===== config.mk =====
export PLATFORM = sky130hd
export DESIGN_NAME = aux_cnt_cmp
export DESIGN_NICKNAME = d
export VERILOG_FILES = /design/src/rtl/aux_cnt_pkg.sv /design/src/rtl/aux_cnt_cell.sv /design/src/rtl/aux_cnt_cmp.sv
export SDC_FILE = /design/constraint.sdc
export NUM_CORES = 1
export LEC_CHECK = 0
export CAP_MARGIN = 20
export CORE_ASPECT_RATIO = 0.8
export CORE_UTILIZATION = 45
export CTS_CLUSTER_SIZE = 30
export DETAILED_ROUTE_END_ITERATION = 16
export PLACE_DENSITY_LB_ADDON = 0.08
export SYNTH_ARGS = -nofsm -noshare
export SYNTH_HDL_FRONTEND = slang
export SYNTH_SLANG_ARGS = --single-unit

===== constraint.sdc =====
create_clock -name clk -period 2.4 [get_ports clk]
set_input_delay 0.36 -clock clk [delete_from_list [all_inputs] [get_ports clk]]
set_output_delay 0.36 -clock clk [all_outputs]
set_load 0.01 [all_outputs]

===== src/rtl/aux_cnt_pkg.sv =====
// ---------------------------------------------------------------------------
// aux_cnt_pkg
// Shared definitions for the auxiliary two-level counter/comparator block.
// Holds the traversal FSM state type and the default WIDTH/OFFSET values
// used by aux_cnt_cmp and its counter cell.
// ---------------------------------------------------------------------------
package aux_cnt_pkg;

    localparam int          DEFAULT_WIDTH  = 6;
    localparam int unsigned DEFAULT_OFFSET = 0;

    typedef enum logic [1:0] {
        IDLE = 2'd0,
        RUN  = 2'd1,
        DONE = 2'd2
    } state_t;

endpackage


===== src/rtl/aux_cnt_cell.sv =====
// ---------------------------------------------------------------------------
// aux_cnt_cell
// One WIDTH-bit counter with synchronous clear, increment and a compare
// against an externally supplied target.
//
// Ports
//   clk    : clock, rising edge
//   rstn   : asynchronous active-low reset, clears the count
//   clr_i  : synchronous clear (wins over inc_i)
//   inc_i  : increment by one, wrapping at 2^WIDTH
//   target : value compared against the current count
//   count  : registered count value
//   match  : count == target
// ---------------------------------------------------------------------------
module aux_cnt_cell
    import aux_cnt_pkg::*;
#(
    parameter int WIDTH = DEFAULT_WIDTH
) (
    input  logic             clk,
    input  logic             rstn,
    input  logic             clr_i,
    input  logic             inc_i,
    input  logic [WIDTH-1:0] target,
    output logic [WIDTH-1:0] count,
    output logic             match
);

    logic [WIDTH-1:0] count_q;

    // Count register: clear takes priority so a wrap (clear) and a stray
    // increment in the same cycle always land on zero.
    always_ff @(posedge clk or negedge rstn) begin
        if (!rstn) begin
            count_q <= '0;
        end else if (clr_i) begin
            count_q <= '0;
        end else if (inc_i) begin
            count_q <= count_q + 1'b1;
        end
    end

    assign count = count_q;
    assign match = (count_q == target);

endmodule


===== src/rtl/aux_cnt_cmp.sv =====
// ---------------------------------------------------------------------------
// aux_cnt_cmp
// Two-level (row/column) traversal counter. A start in IDLE latches size_i;
// the terminal value is (size + OFFSET) mod 2^WIDTH. Each step advances the
// column; when the column is at the terminal value it wraps to zero and the
// row advances. The step that finds both at the terminal value ends the
// traversal, so a traversal takes (target+1)^2 steps.
//
// Parameters
//   WIDTH  : counter / size width
//   OFFSET : unsigned value added to the latched size
//
// Ports
//   clk       : clock, rising edge
//   rstn      : asynchronous active-low reset
//   start_i   : begin a traversal (honoured only in IDLE)
//   size_i    : traversal size, sampled when start_i is honoured
//   step_i    : advance one position while in RUN
//   ack_i     : acknowledge done_o (only meaningful in DONE)
//   abort_i   : (AUX_CNT_CMP_ABORT_EN only) return to IDLE from RUN/DONE
//   col_o     : inner (column) count
//   row_o     : outer (row) count
//   busy_o    : high while in RUN
//   row_end_o : one-cycle pulse on every column wrap, including the last
//   done_o    : high in DONE until acknowledged
//
// Build option
//   AUX_CNT_CMP_ABORT_EN : adds abort_i; abort beats step_i and ack_i.
// ---------------------------------------------------------------------------
module aux_cnt_cmp
    import aux_cnt_pkg::*;
#(
    parameter int          WIDTH  = DEFAULT_WIDTH,
    parameter int unsigned OFFSET = DEFAULT_OFFSET
) (
    input  logic             clk,
    input  logic             rstn,
    input  logic             start_i,
    input  logic [WIDTH-1:0] size_i,
    input  logic             step_i,
    input  logic             ack_i,
`ifdef AUX_CNT_CMP_ABORT_EN
    input  logic             abort_i,
`endif
    output logic [WIDTH-1:0] col_o,
    output logic [WIDTH-1:0] row_o,
    output logic             busy_o,
    output logic             row_end_o,
    output logic             done_o
);

    state_t           state_q, state_d;
    logic [WIDTH-1:0] size_q;
    logic [WIDTH-1:0] target;
    logic             size_load;
    logic             col_clr, col_inc, row_clr, row_inc;
    logic             col_match, row_match;
    logic             row_end_d;
    logic             row_end_q, busy_q, done_q;

    // Terminal value wraps modulo 2^WIDTH; no saturation is intended.
    assign target = size_q + WIDTH'(OFFSET);

    aux_cnt_cell #(.WIDTH(WIDTH)) u_col (
        .clk    (clk),
        .rstn   (rstn),
        .clr_i  (col_clr),
        .inc_i  (col_inc),
        .target (target),
        .count  (col_o),
        .match  (col_match)
    );

    aux_cnt_cell #(.WIDTH(WIDTH)) u_row (
        .clk    (clk),
        .rstn   (rstn),
        .clr_i  (row_clr),
        .inc_i  (row_inc),
        .target (target),
        .count  (row_o),
        .match  (row_match)
    );

    // Next-state and counter control. Counters are cleared on every entry
    // to IDLE (ack or abort) and again on start, so a traversal always
    // begins from 0/0. On the final step both counters hold so the last
    // position stays visible while done_o is high.
    always_comb begin
        state_d   = state_q;
        size_load = 1'b0;
        col_clr   = 1'b0;
        col_inc   = 1'b0;
        row_clr   = 1'b0;
        row_inc   = 1'b0;
        row_end_d = 1'b0;
        case (state_q)
            IDLE: begin
                if (start_i) begin
                    state_d   = RUN;
                    size_load = 1'b1;
                    col_clr   = 1'b1;
                    row_clr   = 1'b1;
                end
            end
            RUN: begin
`ifdef AUX_CNT_CMP_ABORT_EN
                if (abort_i) begin
                    state_d = IDLE;
                    col_clr = 1'b1;
                    row_clr = 1'b1;
                end else
`endif
                if (step_i) begin
                    if (!col_match) begin
                        col_inc = 1'b1;
                    end else if (!row_match) begin
                        col_clr   = 1'b1;
                        row_inc   = 1'b1;
                        row_end_d = 1'b1;
                    end else begin
                        row_end_d = 1'b1;
                        state_d   = DONE;
                    end
                end
            end
            DONE: begin
`ifdef AUX_CNT_CMP_ABORT_EN
                if (abort_i) begin
                    state_d = IDLE;
                    col_clr = 1'b1;
                    row_clr = 1'b1;
                end else
`endif
                if (ack_i) begin
                    state_d = IDLE;
                    col_clr = 1'b1;
                    row_clr = 1'b1;
                end
            end
            default: begin
                state_d = IDLE;
                col_clr = 1'b1;
                row_clr = 1'b1;
            end
        endcase
    end

    // State, latched size and the status flags. busy/done are registered
    // from the next state so they line up with the counter values that
    // the same edge produces.
    always_ff @(posedge clk or negedge rstn) begin
        if (!rstn) begin
            state_q   <= IDLE;
            size_q    <= '0;
            row_end_q <= 1'b0;
            busy_q    <= 1'b0;
            done_q    <= 1'b0;
        end else begin
            state_q <= state_d;
            if (size_load) begin
                size_q <= size_i;
            end
            row_end_q <= row_end_d;
            busy_q    <= (state_d == RUN);
            done_q    <= (state_d == DONE);
        end
    end

    assign busy_o    = busy_q;
    assign row_end_o = row_end_q;
    assign done_o    = done_q;

endmodule


==> metrics.yaml <==
reg2reg_depth: 5
worstMarginPinSlew_ns: 0.5562
slew_violations: 0
grt_start_max_net_pins: 24
grt.total_usage: 0.2038
end_kind: "register"
hold_viol_final: 0
clock_sinks: 23
critPathKind: "register to register"
setup_viol: 0
grt.met1_usage: 0.2825
initial_core_util: 0.4926
slowest_delay_ns: 0.53
dr_total_vias: 1034
worstSkewPairLatency_ns: 0.31
diodes: 0
post-cts-setup-buffers: 0
grt_pass1_wl_mm: 4.395
die_h_um: 49
avgSynthCellArea_um2: 10.44
clk_pin_slew_ns: 0.12
cp.arrival_ns: 2.30
numCtsBuffers: 3
dp_slack_ns: 0.2992
cts_tree: "done"
antenna_found_initial: 0
min_period_ns: 2.052
yosys_warnings: 0
grt_util_met3: 0.05570
cp.required_ns: 2.65
num_io_pins: 26
slew-limit-headroom: 0.6253
die_area_um2: 2977
syn_nets: 132
grt.busiest_layer: "met2"
syn_inst: 119
clock_skew_ns: 0.004469
cts_resized: 0
ys_ff_latch: 23
fmax_mhz: 487.2
outcome: "completed"
grt_pass1_vias: 957
grt_overflow_total: 0
cts_root_buf: "clkbuf_4"
yosysSeqAreaShare: 0.4632
leakage_nw: 0.6394
drc: 0
synth.area.top_cells: "dfrtp_1, mux2_2, xor2_1, nand2_1, xnor2_1"
drt-vias-per-instance: 5.620
dp_cells: 180
clockBufferDepth: 2
final_net_count: 162
synth_flop_cell: "dfrtp_1"
yosysUniqueCellTypes: 36
power_density_nw_per_um2: 1039
path_cells: "xor2_1 -> nor4_4 -> nand3_2 -> or4_1 -> a21oi_1"
layout_common_cells: "clkdlybuf4s50_1, dfrtp_1, nand2_1"
critPathLaunchType: "register"
place_hpwl_mm: 2.033
ant_nets: 0
cap_violations: 0
gp_congestion: 0.8346
rsz0062_at_grt: "no"
layout_commonest_cell: "clkdlybuf4s50_1"
cp_slowest_cell: "or4_1"
stdcell_count: 184
met2_usage: 0.3022
hold_class: "input port to asynchronous set/reset pin"
hold_ws_ns: 0.3844
io_buffer_count: 25
synth_edf_count: 0
tns_ns: 0
final_layout_size_suffix_gt1_frac: 0.1216
chipWidth_um: 60.75
async_flop_share: 1.000
irDropWorstVdd_mv: 0.5206
yosysTopAreaCellShare: 0.4632
area_delta_synth_final_pct: 26.18
wl_per_cell_um: 14.59
rows: 16
syn_area_um2: 1242
first_pass_iters: 4
hold_buffers: 0
power_mw: 1.629
cts-htree-levels: 1
setup_slack_ns: 0.3476
fin_crit_sh: 0.8552
path_max_fanout: 11
drt_wl_total_mm: 2.685
dr.first_iter.drc_count: 18
synth_top_area_cell: "dfrtp_1"
coreArea_um2: 2522
[layout make-up]
type / instances / area (µm²)
clock buffers: 4 / 26.28
fillers: 237 / 954.7
inverters: 2 / 7.507
multi-input cells: 91 / 640.6
flip-flops and latches: 23 / 575.6
well taps: 36 / 45.04
repair buffers: 28 / 272.8
[synth_stat cells (2+ instances only)]
| master | instances |
|---|---|
| ha_1 | 2 |
| a21oi_1 | 7 |
| nand2_1 | 14 |
| a211o_1 | 2 |
| xnor2_1 | 6 |
| o32ai_1 | 2 |
| clkbuf_1 | 2 |
| mux2_2 | 7 |
| xor2_1 | 8 |
| o31ai_1 | 4 |
| nor2_1 | 4 |
| or3_1 | 2 |
| nand3_1 | 5 |
| o21ai_0 | 2 |
| o21ai_1 | 4 |
| dfrtp_1 | 23 |
| a31o_1 | 2 |
| or4_1 | 5 |
[per-layer routing]
metal	vias to the layer above	wire length (µm)
li1	496	-
met3	7	147
met4	0	48
met2	30	1192
met5	-	0
met1	501	1297
[power by group]
part	switching [mW]	leakage, nW	internal (mW)
Clock	0.115	0.0150	0.0650
Sequential	0.179	0.288	0.511
Combinational	0.364	0.336	0.395
Total	0.658	0.639	0.971
[cells by family (layout without fill, tap and decap cells)]
group / count (synthesis) / count (layout) / synth area share
simple gates: 41 / 41 / 0.1903
compound gates: 27 / 27 / 0.1430
flops: 23 / 23 / 0.4632
xor+xnor: 14 / 14 / 0.09869
mux: 7 / 7 / 0.06345
buf+inv: 5 / 34 / 0.02114
fa+ha+maj: 2 / 2 / 0.02014
[registers in the layout, indices dropped and copies added (netlist names)]
signal	count
busy_o	1
done_o	1
row_end_o	1
size_q	6
state_q	2
u_col.count	6
u_row.count	6
[final timing paths]
kind                                 from  slack (ns)             end
max in group asynchronous            rstn        1.79  u_row.count[1]
min in group clk           u_col.count[5]        0.59  u_col.count[5]
min reg2reg                u_col.count[5]        0.59  u_col.count[5]
max                             size_q[5]        0.35  u_row.count[3]
min                                  rstn        0.38  u_col.count[3]
max reg2reg                     size_q[5]        0.35  u_row.count[3]
[worst max-delay path, delay by kind of cell (launching register included)]
family | cells | cell delay, ns
compound gates | 1 | 0.17
xor+xnor | 1 | 0.21
flops | 1 | 0.44
simple gates | 3 | 1.15
[through the flow]
step	area, µm²	utilization
floorplan	1242	-
CTS	1568	0.6215
finish	1568	0.6215
detailed placement	1541	0.6111
global route	1568	0.6215
global placement	1541	0.6111
Note: power is estimated with default switching activity, not from simulation.
==> RTL change (same settings) <==
Change the package constant `DEFAULT_WIDTH` from 6 to 3.
--- a/src/rtl/aux_cnt_pkg.sv
+++ b/src/rtl/aux_cnt_pkg.sv
@@ -6,7 +6,7 @@
 // ---------------------------------------------------------------------------
 package aux_cnt_pkg;
 
-    localparam int          DEFAULT_WIDTH  = 6;
+    localparam int          DEFAULT_WIDTH  = 3;
     localparam int unsigned DEFAULT_OFFSET = 0;
 
     typedef enum logic [1:0] {
Interface: changed (resized col_o, row_o and size_i); port bits go from 26 to 17. No check against the original RTL was run, so the function may have changed too.
==> RTL change against the unedited design <==
- synthesized area decreased by 39%
- first-iteration DRC count grew 11%
- routed wire length fell by 46%
- sequential power down 32%
- non-clock buffer count fell by 11
- utilization increased by 2.6 points
- critical path depth stayed put
- worst setup slack better by 0.34 ns
- final area down 39%
- power fell by 23%
- sequential cell count down 9
- count of clock-buffer cells in the layout down 1
- critical endpoint is now u_row.count[2]
==> RTL change: results <==
metrics = {
    "finish": {
        "finish.cell_count_without_fillers": 107,
    },
    "place": {
        "placed_cells_incl_taps": 104,
        "dp_hpwl_mm": 1.078,
        "port_buffers": 16,
    },
    "detailed_routing": {
        "met3RoutedLength_um": 78,
        "finalWirelength_mm": 1.440,
        "first_iter_violations": 20,
    },
    "status": {
        "run_status": "finished, final reports clean",
    },
    "global_routing": {
        "gr-usage-met2_pct": 30.74,
        "first_pass_grt_wire_length_mm": 2.449,
        "maximum_number_of_pins_on_one_net_before_global_route_repair": 15,
        "grt_util_all_layers_pct": 19.88,
        "number_of_global_route_vias_before_repair": 563,
        "use_met3_pct": 8.411,
    },
    "sta": {
        "peak_clock_frequency_supported_by_timing_mhz": 584.3,
        "fin_worst_skew_ns": 0.004979,
        "maxSlewHeadroom_pct": 56.65,
    },
    "clock_network": {
        "cts.reportedPaths.clkPinSlew_ns": 0.08,
    },
    "power_and_ir_drop": {
        "cellLeakagePower_nw": 0.3955,
        "worst_ir_drop_vdd_v": 0.0007256,
        "power_switching_share_pct": 42.14,
        "post-layout-total-power_mw": 1.262,
        "p_comb_uw": 667,
    },
    "logic_synthesis": {
        "seq_area_frac_synth_pct": 45.98,
        "syn_inst": 68,
        "synth.net_count": 78,
        "synthXorXnorAreaFrac_pct": 11.33,
        "synth.distinct_cells": 29,
    },
    "critical_path": {
        "r2r_slack_ns": 0.78,
        "timing.critical_path.fanout_max": 6,
    },
}
-- RTL change: cell count changes after synthesis, moves of 3 or more --
cell,delta
a21oi_1,-3
dfrtp_1,-9
mux2_2,-4
nand2_1,-12
nor2_1,-3
o21ai_1,-4
o31ai_1,-3
or4_1,-4
xnor2_1,-4
-- RTL change: worst max-delay path: stages --
cell and delay (ns):
clkdlybuf4s50_1 0.51, and3b_1 0.32, nand4_4 0.15, or4_1 0.42, a21oi_1 0.15
-- RTL change: metrics by stage --
step	cell area, sq um	hold slack [ns]
floorplan	762.0	0.06441
global placement	939.7	0.5792
detailed placement	939.7	0.5837
CTS	962.2	0.4976
global route	962.2	0.5328
finish	962.2	0.4780
-- RTL change: final cells by class --
cell class                 count  area [sq um]
fill                         119         524.3
tap                           21         26.28
inverter                       2         7.507
clock buffer                   3         22.52
multi-input combinational     50         387.9
timing repair buffer          17         167.7
sequential                    14         350.3
